==> src/rtl/i2s_pkg.sv <==
// Shared types and helpers for the I2S/TDM receive and transmit paths.
// Frame-position masking, slot/bit decode and channel-index width.
package i2s_pkg;

  localparam int POSN_W = 8;

  typedef logic [POSN_W-1:0] posn_t;

  typedef struct packed {
    posn_t slot;
    posn_t k;
  } posn_dec_t;

  function automatic posn_t posn_mask(
    input posn_t p,
    input int    clocks
  );
    posn_t m;
    m = posn_t'(clocks - 1);
    return p & m;
  endfunction

  function automatic posn_dec_t posn_decode(
    input posn_t p,
    input int    slot_len
  );
    posn_dec_t d;
    d.slot = posn_t'(int'(p) / slot_len);
    d.k    = posn_t'(int'(p) % slot_len);
    return d;
  endfunction

  function automatic int chan_w(input int n);
    return (n > 1) ? $clog2(n) : 1;
  endfunction

endpackage

==> src/rtl/i2s_word_fifo.sv <==
// Synchronous word FIFO with same-cycle push/pop and a held last word.
// Push is taken when not full or when a pop happens in the same cycle.
module i2s_word_fifo #(
  parameter int WIDTH = 32,
  parameter int DEPTH = 8
) (
  input  logic             ck,
  input  logic             rst,
  input  logic             push,
  input  logic [WIDTH-1:0] push_data,
  output logic             full,
  input  logic             pop,
  output logic [WIDTH-1:0] pop_data,
  output logic             empty
);

  localparam int AW = $clog2(DEPTH);
  localparam int PW = AW + 1;

  logic [WIDTH-1:0] mem_q [DEPTH];
  logic [PW-1:0]    wr_q, wr_d;
  logic [PW-1:0]    rd_q, rd_d;
  logic [WIDTH-1:0] last_q, last_d;
  logic [WIDTH-1:0] head;
  logic             do_pop;
  logic             do_push;

  assign empty = (wr_q == rd_q);
  assign full  = (wr_q[AW] != rd_q[AW]) &&
                 (wr_q[AW-1:0] == rd_q[AW-1:0]);

  assign do_pop   = pop && !empty;
  assign do_push  = push && (!full || do_pop);
  assign head     = mem_q[rd_q[AW-1:0]];
  assign pop_data = empty ? last_q : head;

  // next pointers and the word shown once the FIFO drains
  always_comb begin
    wr_d   = wr_q + PW'(do_push);
    rd_d   = rd_q + PW'(do_pop);
    last_d = last_q;
    if (do_pop) last_d = head;
  end

  // pointer and last-word registers
  always_ff @(posedge ck) begin
    if (rst) begin
      wr_q   <= '0;
      rd_q   <= '0;
      last_q <= '0;
    end else begin
      wr_q   <= wr_d;
      rd_q   <= rd_d;
      last_q <= last_d;
    end
  end

  // storage array, written only on an accepted push
  always_ff @(posedge ck) begin
    if (do_push) mem_q[wr_q[AW-1:0]] <= push_data;
  end

endmodule

==> src/rtl/i2s_tdm_rx.sv <==
// Multi-lane I2S/TDM receiver feeding a valid/ready word stream.
// Define I2S_RX_SIGN_EXT_EN to sign-extend words to OUT_BITS.
module i2s_tdm_rx
  import i2s_pkg::*;
#(
  parameter int BITS     = 24,
  parameter int CLOCKS   = 64,
  parameter int CHANNELS = 2,
  parameter int LANES    = 1,
  parameter int DELAY    = 1,
  parameter int OUT_BITS = 32,
  parameter int DEPTH    = 8,
  localparam int CW      = chan_w(LANES * CHANNELS)
) (
  input  logic                ck,
  input  logic                rst,
  input  logic                sample,
  input  logic [POSN_W-1:0]   frame_posn,
  input  logic [LANES-1:0]    sd,
  output logic [OUT_BITS-1:0] out_data,
  output logic [CW-1:0]       out_chan,
  output logic                out_valid,
  input  logic                out_ready,
  output logic                overrun,
  input  logic                clr_overrun
);

  localparam int SLOT   = CLOCKS / CHANNELS;
  localparam int LAST_K = DELAY + BITS - 1;
  localparam int FW     = CW + OUT_BITS;

  posn_t     posn;
  posn_dec_t dec;
  logic      capture;

  logic             synced_q, synced_d;
  logic [BITS-1:0]  shift_q [LANES];
  logic [BITS-1:0]  shift_d [LANES];
  logic [LANES-1:0] pend_q, pend_d;
  posn_t            pslot_q, pslot_d;
  logic             ovr_q, ovr_d;

  logic            push;
  logic            found;
  int              sel;
  logic [BITS-1:0] word;
  posn_t           wslot;
  logic [CW-1:0]   chan;
  logic [FW-1:0]   push_word;
  logic [FW-1:0]   pop_word;
  logic            full;
  logic            empty;
  logic            pop;

  function automatic logic [OUT_BITS-1:0] fmt(
    input logic [BITS-1:0] w
  );
    logic [OUT_BITS-1:0] r;
    r = '0;
    r[BITS-1:0] = w;
`ifdef I2S_RX_SIGN_EXT_EN
    for (int i = BITS; i < OUT_BITS; i++)
      r[i] = w[BITS-1];
`endif
    return r;
  endfunction

  assign posn = posn_mask(frame_posn, CLOCKS);
  assign dec  = posn_decode(posn, SLOT);

  assign capture = sample &&
                   (synced_q || posn == '0) &&
                   (dec.k == posn_t'(LAST_K));

  // frame sync and per-lane shift registers
  always_comb begin
    synced_d = synced_q;
    if (sample && posn == '0) synced_d = 1'b1;
    for (int l = 0; l < LANES; l++) begin
      shift_d[l] = shift_q[l];
      if (sample)
        shift_d[l] = {shift_q[l][BITS-2:0], sd[l]};
    end
  end

  // lane serialiser: lane 0 pushes at capture, the rest drain after
  always_comb begin
    pend_d  = pend_q;
    pslot_d = pslot_q;
    push    = 1'b0;
    found   = 1'b0;
    sel     = 0;
    word    = shift_q[0];
    wslot   = pslot_q;
    if (capture) begin
      push      = 1'b1;
      pend_d    = '1;
      pend_d[0] = 1'b0;
      pslot_d   = dec.slot;
      word      = shift_d[0];
      wslot     = dec.slot;
    end else begin
      for (int l = 0; l < LANES; l++) begin
        if (pend_q[l] && !found) begin
          found = 1'b1;
          sel   = l;
        end
      end
      if (found) begin
        push        = 1'b1;
        pend_d[sel] = 1'b0;
        word        = shift_q[sel];
      end
    end
    chan      = CW'(sel * CHANNELS + int'(wslot));
    push_word = {chan, fmt(word)};
  end

  assign pop = out_ready && !empty;

  // sticky overrun; a clear beats a same-cycle drop
  always_comb begin
    ovr_d = ovr_q;
    if (push && full && !pop) ovr_d = 1'b1;
    if (clr_overrun)          ovr_d = 1'b0;
  end

  // receiver state registers
  always_ff @(posedge ck) begin
    if (rst) begin
      synced_q <= 1'b0;
      pend_q   <= '0;
      pslot_q  <= '0;
      ovr_q    <= 1'b0;
      for (int l = 0; l < LANES; l++)
        shift_q[l] <= '0;
    end else begin
      synced_q <= synced_d;
      pend_q   <= pend_d;
      pslot_q  <= pslot_d;
      ovr_q    <= ovr_d;
      for (int l = 0; l < LANES; l++)
        shift_q[l] <= shift_d[l];
    end
  end

  i2s_word_fifo #(
    .WIDTH (FW),
    .DEPTH (DEPTH)
  ) u_fifo (
    .ck        (ck),
    .rst       (rst),
    .push      (push),
    .push_data (push_word),
    .full      (full),
    .pop       (out_ready),
    .pop_data  (pop_word),
    .empty     (empty)
  );

  assign out_valid = !empty;
  assign out_data  = pop_word[OUT_BITS-1:0];
  assign out_chan  = pop_word[FW-1:OUT_BITS];
  assign overrun   = ovr_q;

endmodule
==> config.mk <==
export PLATFORM = sky130hd
export DESIGN_NAME = i2s_tdm_rx
export DESIGN_NICKNAME = d
export VERILOG_FILES = /design/src/rtl/i2s_pkg.sv /design/src/rtl/i2s_word_fifo.sv /design/src/rtl/i2s_tdm_rx.sv
export SDC_FILE = /design/constraint.sdc
export NUM_CORES = 1
export LEC_CHECK = 0
export ABC_CLOCK_PERIOD_IN_PS = 4700
export BUFFER_PORTS_ARGS = -buffer_cell sky130_fd_sc_hd__buf_2
export CORE_MARGIN = 2
export CORE_UTILIZATION = 56
export CTS_BUF_LIST = sky130_fd_sc_hd__clkbuf_4
export DETAILED_ROUTE_END_ITERATION = 8
export PLACE_DENSITY = 0.77
export SKIP_LAST_GASP = 1
export SLEW_MARGIN = 20
export SYNTH_ARGS = -nofsm -noshare
export SYNTH_HDL_FRONTEND = slang
export SYNTH_SLANG_ARGS = --single-unit
export TNS_END_PERCENT = 50
==> constraint.sdc <==
create_clock -name ck -period 4.7 [get_ports ck]
set_clock_uncertainty 0.2 [all_clocks]
set_input_delay 0.705 -clock ck [delete_from_list [all_inputs] [get_ports ck]]
set_output_delay 0.705 -clock ck [all_outputs]
set_load 0.1 [all_outputs]
# Yosys cells after proc, flatten, opt, wreduce, memory -nomap -nowiden

Memory sizes are Yosys's and may differ from the RTL's. A register that Yosys moved wholly into a read port is not among the register bits.
Cells that the tools add are included.

$add $sub $neg: 3
Magnitude comparators: 2
Equal/unequal tests: 4
Muxes and demuxes: 19
Bitwise operators: 2
Reduce and logical (&&, ||, !) cells: 18

Operators by type and width:

| cell                                                                                 | number |
|---|---|
| 24-bit two-way mux                                                                   | 4 |
| 33-bit two-way mux                                                                   | 1 |
| 32-bit by 1-bit greater-or-equal comparator with 1-bit output, second input constant | 1 |
| 32-bit by 2-bit < comparator with 1-bit output, second input constant                | 1 |
| 32-bit two-way mux                                                                   | 1 |
| 24-bit OR reduction                                                                  | 1 |
| 1-bit two-way mux                                                                    | 11 |
| 1-bit logical AND                                                                    | 9 |
| 4-bit by 1-bit adder with 4-bit output                                               | 2 |
| 8-bit zero test                                                                      | 1 |
| 8-bit two-way mux                                                                    | 1 |
| 5-bit equality test, second input constant                                           | 1 |
| 4-bit equality test                                                                  | 1 |
| 2-bit OR reduction                                                                   | 2 |
| 3-bit equality test                                                                  | 1 |
| 1-bit zero test                                                                      | 3 |
| 3-bit two-way mux                                                                    | 1 |
| 1-bit logical OR                                                                     | 2 |
| 1-bit adder, first input constant                                                    | 1 |
| 1-bit AND                                                                            | 1 |
| 1-bit inequality test                                                                | 1 |
| 1-bit inverter                                                                       | 1 |

Register bits: 52
Memory bits (writable): 224
Bits of input ports: 14
Output and inout bits: 35
Logic and storage cells: 57
Memories kept: 2

Memories:

| name         | depth | width | rd ports | clocked after memory_dff | write ports | line                | source |
|---|---|---|---|---|---|---|---|
| u_fifo.mem_q | 8     | 25    | 1        | 1                        | 1           | i2s_word_fifo.sv:20 | `logic [WIDTH-1:0] mem_q [DEPTH];` |
| shift_q      | 1     | 24    | 2        | 0                        | 1           | i2s_tdm_rx.sv:37    | `logic [BITS-1:0] shift_q [LANES];` |

# Depth between registers and ports, before layout

Word-level depth: 10
Mapped depth: 10

# Cells and area by module

A second synthesis with hierarchy kept.

Cell total of the unflattened synthesis: 741
Area total of the unflattened synthesis: 13,349.1 µm²

By module, submodules not included:

| module        | instances | cells an instance | area an instance (µm²) | seq. area each (µm²) |
|---|---|---|---|---|
| i2s_word_fifo | 1         | 618               | 11,942.7               | 8,748.4 |
| i2s_tdm_rx    | 1         | 123               | 1,406.3                | 540.5 |

# Least setup slack after synthesis

OpenSTA, ideal clock, no wires.

Kind: input to register
Start: input sample
End: memory u_fifo.mem_q[0][0] (netlist bit) (enable)
Arrival: 4.063 ns
Slack: -0.034 ns
Cell stages on the path: 6
Buffers on the path: 2
Path through: buf_4 > nor4b_4 > and4_1 > buf_4 > a21bo_4 > nor4_1

Word-level cells in the longest chain between the ends: 6

Ends and longest elaborated chain:

| element                                 | line                | source |
|---|---|---|
| start, declared                         | i2s_tdm_rx.sv:17    | `input logic sample,` |
| 1-bit logical AND                       | i2s_tdm_rx.sv:71    | `assign capture = sample &&` |
| 1-bit logical AND                       | i2s_tdm_rx.sv:72    | `(synced_q \|\| posn == '0) &&` |
| 1-bit two-way mux                       | i2s_tdm_rx.sv:95    | `if (capture) begin` |
| 1-bit logical AND                       | i2s_word_fifo.sv:33 | `assign do_push = push && (!full \|\| do_pop);` |
| 1-bit two-way mux                       | i2s_word_fifo.sv:60 | `if (do_push) mem_q[wr_q[AW-1:0]] <= push_data;` |
| 1-bit two-way mux (implied by the code) | i2s_word_fifo.sv:60 |  |
| end, declared                           | i2s_word_fifo.sv:20 |  |

No other way between the ends.

# Final worst setup path

Start: register u_fifo.rd_q[0]
End: output out_data[3]

Word-level cells in the longest chain between the ends: 2

Ends and longest elaborated chain:

| element                | line                | source |
|---|---|---|
| start, declared        | i2s_word_fifo.sv:22 | `logic [PW-1:0] rd_q, rd_d;` |
| start signal, assigned | i2s_word_fifo.sv:53 | `rd_q <= rd_d;` |
| 4-bit equality test    | i2s_word_fifo.sv:28 | `assign empty = (wr_q == rd_q);` |
| 33-bit two-way mux     | i2s_word_fifo.sv:35 | `assign pop_data = empty ? last_q : head;` |
| end, declared          | i2s_tdm_rx.sv:20    | `output logic [OUT_BITS-1:0] out_data,` |

No other way between the ends.

==> impl_metrics.yaml <==
die:
  row_count: 49
  core_um2: 18000
  die_h_um: 140
  initial_core_util: 0.573
  die_area_um2: 19500
  fp.dieW_um: 140
  num_io_pins: 49
critical_path:
  critPathMaxStageDelay_ps: 900
  required_ps: 3800
  worstPathArrival_ps: 3150
  critPathKind: "flip-flop to output port"
  worstRegToRegCells: 6
  crit_slowest_cell: "dfxtp_4"
  path_cells: "buf_4 > mux4_2 > mux2i_1 > a21oi_1 > buf_2"
  crit_cells: 5
  crit_path_end_kind: "output port"
  crit_fanout: 41
  path_delay_family: "flip-flops"
  crit_path_start_kind: "flip-flop"
  cp_num_buf_inv: 2
placement:
  dpl.hpwl_um: 11100
  dpl_cell_area_um2: 10800
  placed_cells: 850
  gp_congestion: 0.715
  port_buffers: 38
synth:
  syn_inst: 605
  synth_edf_count: 200
  synth.distinct_cells: 32
  async_flop_share: 0
  synth_area_leaders: "edfxtp_1 58%, dfxtp_1 12%, mux4_2 11%, mux2i_1 4.7%, nor2_1 2.9%"
  yosysTopAreaCell: "edfxtp_1"
  synth.avg_cell_area_um2: 17.1
  synth_ff_type: "edfxtp_1"
  ys_seq_area_frac: 0.698
  yosys.area.top_type_share: 0.581
  yosys_warnings: 0
  synth_seq_cells: 260
  syn_area_um2: 10300
pwr:
  ir_drop_uv: 202
  powerDensity_nw_per_um2: 385
  leakage_nw: 4.03
cts:
  tritoncts: "built"
  cts_buffer_depth: 3
  post-cts-setup-buffer-count: 0
  numCtsBuffers: 68
  postCtsHoldBufs: 0
  root_buffer: "clkbuf_4"
  insertion_delay_ps: 660
  path_clk_slew_ps: 60
  cts_sinks: 260
  cts-htree-levels: 3
  cts_resized: 0
drt:
  vias: 5615
  route.met3.wl_um: 1080
  drc_errors: 0
  drt-total-wl_um: 20100
  topRoutingLayerUsed: "met4"
  drt_iter0_drc: 421
  wl_met1_um: 8100
  vias_per_cell: 5.77
  antenna_violating_nets_post_route: 0
  wl_met2_um: 10500
  wl_per_cell_um: 20.7
  first_pass_iters: 4
sta:
  tightest_slew_ps: 849
  period_minus_slack_ps: 4060
  hold_viol: 0
  slew_viol_final: 0
  max_freq_mhz: 247
  fin_crit_sh: 0.863
  tns_ps: 0
  max_slew_margin: 0.434
  setup_viol_count_final: 0
  rsz0062_at_grt: "no"
status:
  status: "finished, final reports clean"
global_routing:
  grt.total_usage: 0.211
  grt_pass1_wl_um: 31300
  grt_max_degree: 61
  antenna_found_initial: 1
  gr-total-overflow: 0
  grt_pass1_vias: 5904
finish:
  fill_cells: 1275
  drive_gt1_frac: 0.346
  final_common_cell: "edfxtp_1"
  nNetsFinal: 709
  syn_to_final_growth_pct: 13.3
  final_cell_mix: "200 x edfxtp_1, 105 x clkbuf_4, 80 x nor2_1"
  final_cells: 973
  fin_area_um2: 11700
min_path:
  hold_path.class: "input port to flip-flop"
  holdPathStages: 2
job:
  cap_violations: 0
-- area by class of cell --
cell class	instances	area (µm²)	share of cell area
diodes	2	5.00	0.000428
clock buffers	105	788	0.0673
clock inverters	16	114	0.00973
inverters	2	7.51	0.000641
multi-input cells	301	2950	0.252
flip-flops and latches	260	7210	0.616
well taps	229	287	0.0245
repair buffers	58	340	0.0291
-- final timing paths --
path	endpoint	slack, ps	from
worst max register to register	u_fifo.mem_q[5][11]	1420	u_fifo.rd_q[0]
worst min-delay path	overrun	40	clr_overrun
worst max-delay path	out_data[3]	640	u_fifo.rd_q[0]
worst min register to register	u_fifo.last_q[0]	300	u_fifo.last_q[0]
-- synth_stat cells (4+ instances only) --
library cell  number
ha_1               4
clkbuf_1          18
mux4_2            50
a211oi_1          25
xnor2_1            6
mux2_2            25
a21oi_1           26
nor2b_1            5
nor2_1            81
buf_4             13
buf_2             15
edfxtp_1         200
mux2i_1           49
dfxtp_1           60
-- per-stage QoR --
step	hold slack (ps)	util	setup WS [ps]	total power [W]
4_1_cts	5.63	0.649	531	0.00456
2_1_floorplan	229	-	553	0.00255
6_report	36.7	0.649	644	0.00450
3_5_place_dp	281	0.599	1250	0.00256
5_1_grt	1.25	0.649	361	0.00469
3_3_place_gp	246	0.599	1310	0.00255
-- cell families after synthesis --
logic type / share of synthesized area
flops: 0.698
mux: 0.184
simple gates: 0.0470
compound gates: 0.0345
buf+inv: 0.0251
xor+xnor: 0.00678
fa+ha+maj: 0.00485
other cells: 0.000363
-- where the power goes --
group / switching [W] / total (W) / leakage [nW] / internal (W)
clock network: 0.000872 / 0.00200 / 0.544 / 0.00113
logic: 0.0000506 / 0.0000621 / 1.16 / 0.0000114
registers: 0.00000119 / 0.00244 / 2.33 / 0.00244
total: 0.000924 / 0.00450 / 4.03 / 0.00358
-- sequential cells by signal (all words and copies together) (netlist names) --
signal         count
overrun            1
pslot_q            1
shift_q           24
synced_q           1
u_fifo.last_q     25
u_fifo.mem_q     200
u_fifo.rd_q        4
u_fifo.wr_q        4
-- layer usage --
metal	vias to the layer above	track usage
met2	167	0.363
met4	0	0.0947
met3	29	0.0513
met1	2875	0.254
met5	-	0
li1	2544	-
No activity file was read; power rests on OpenSTA's default activity.
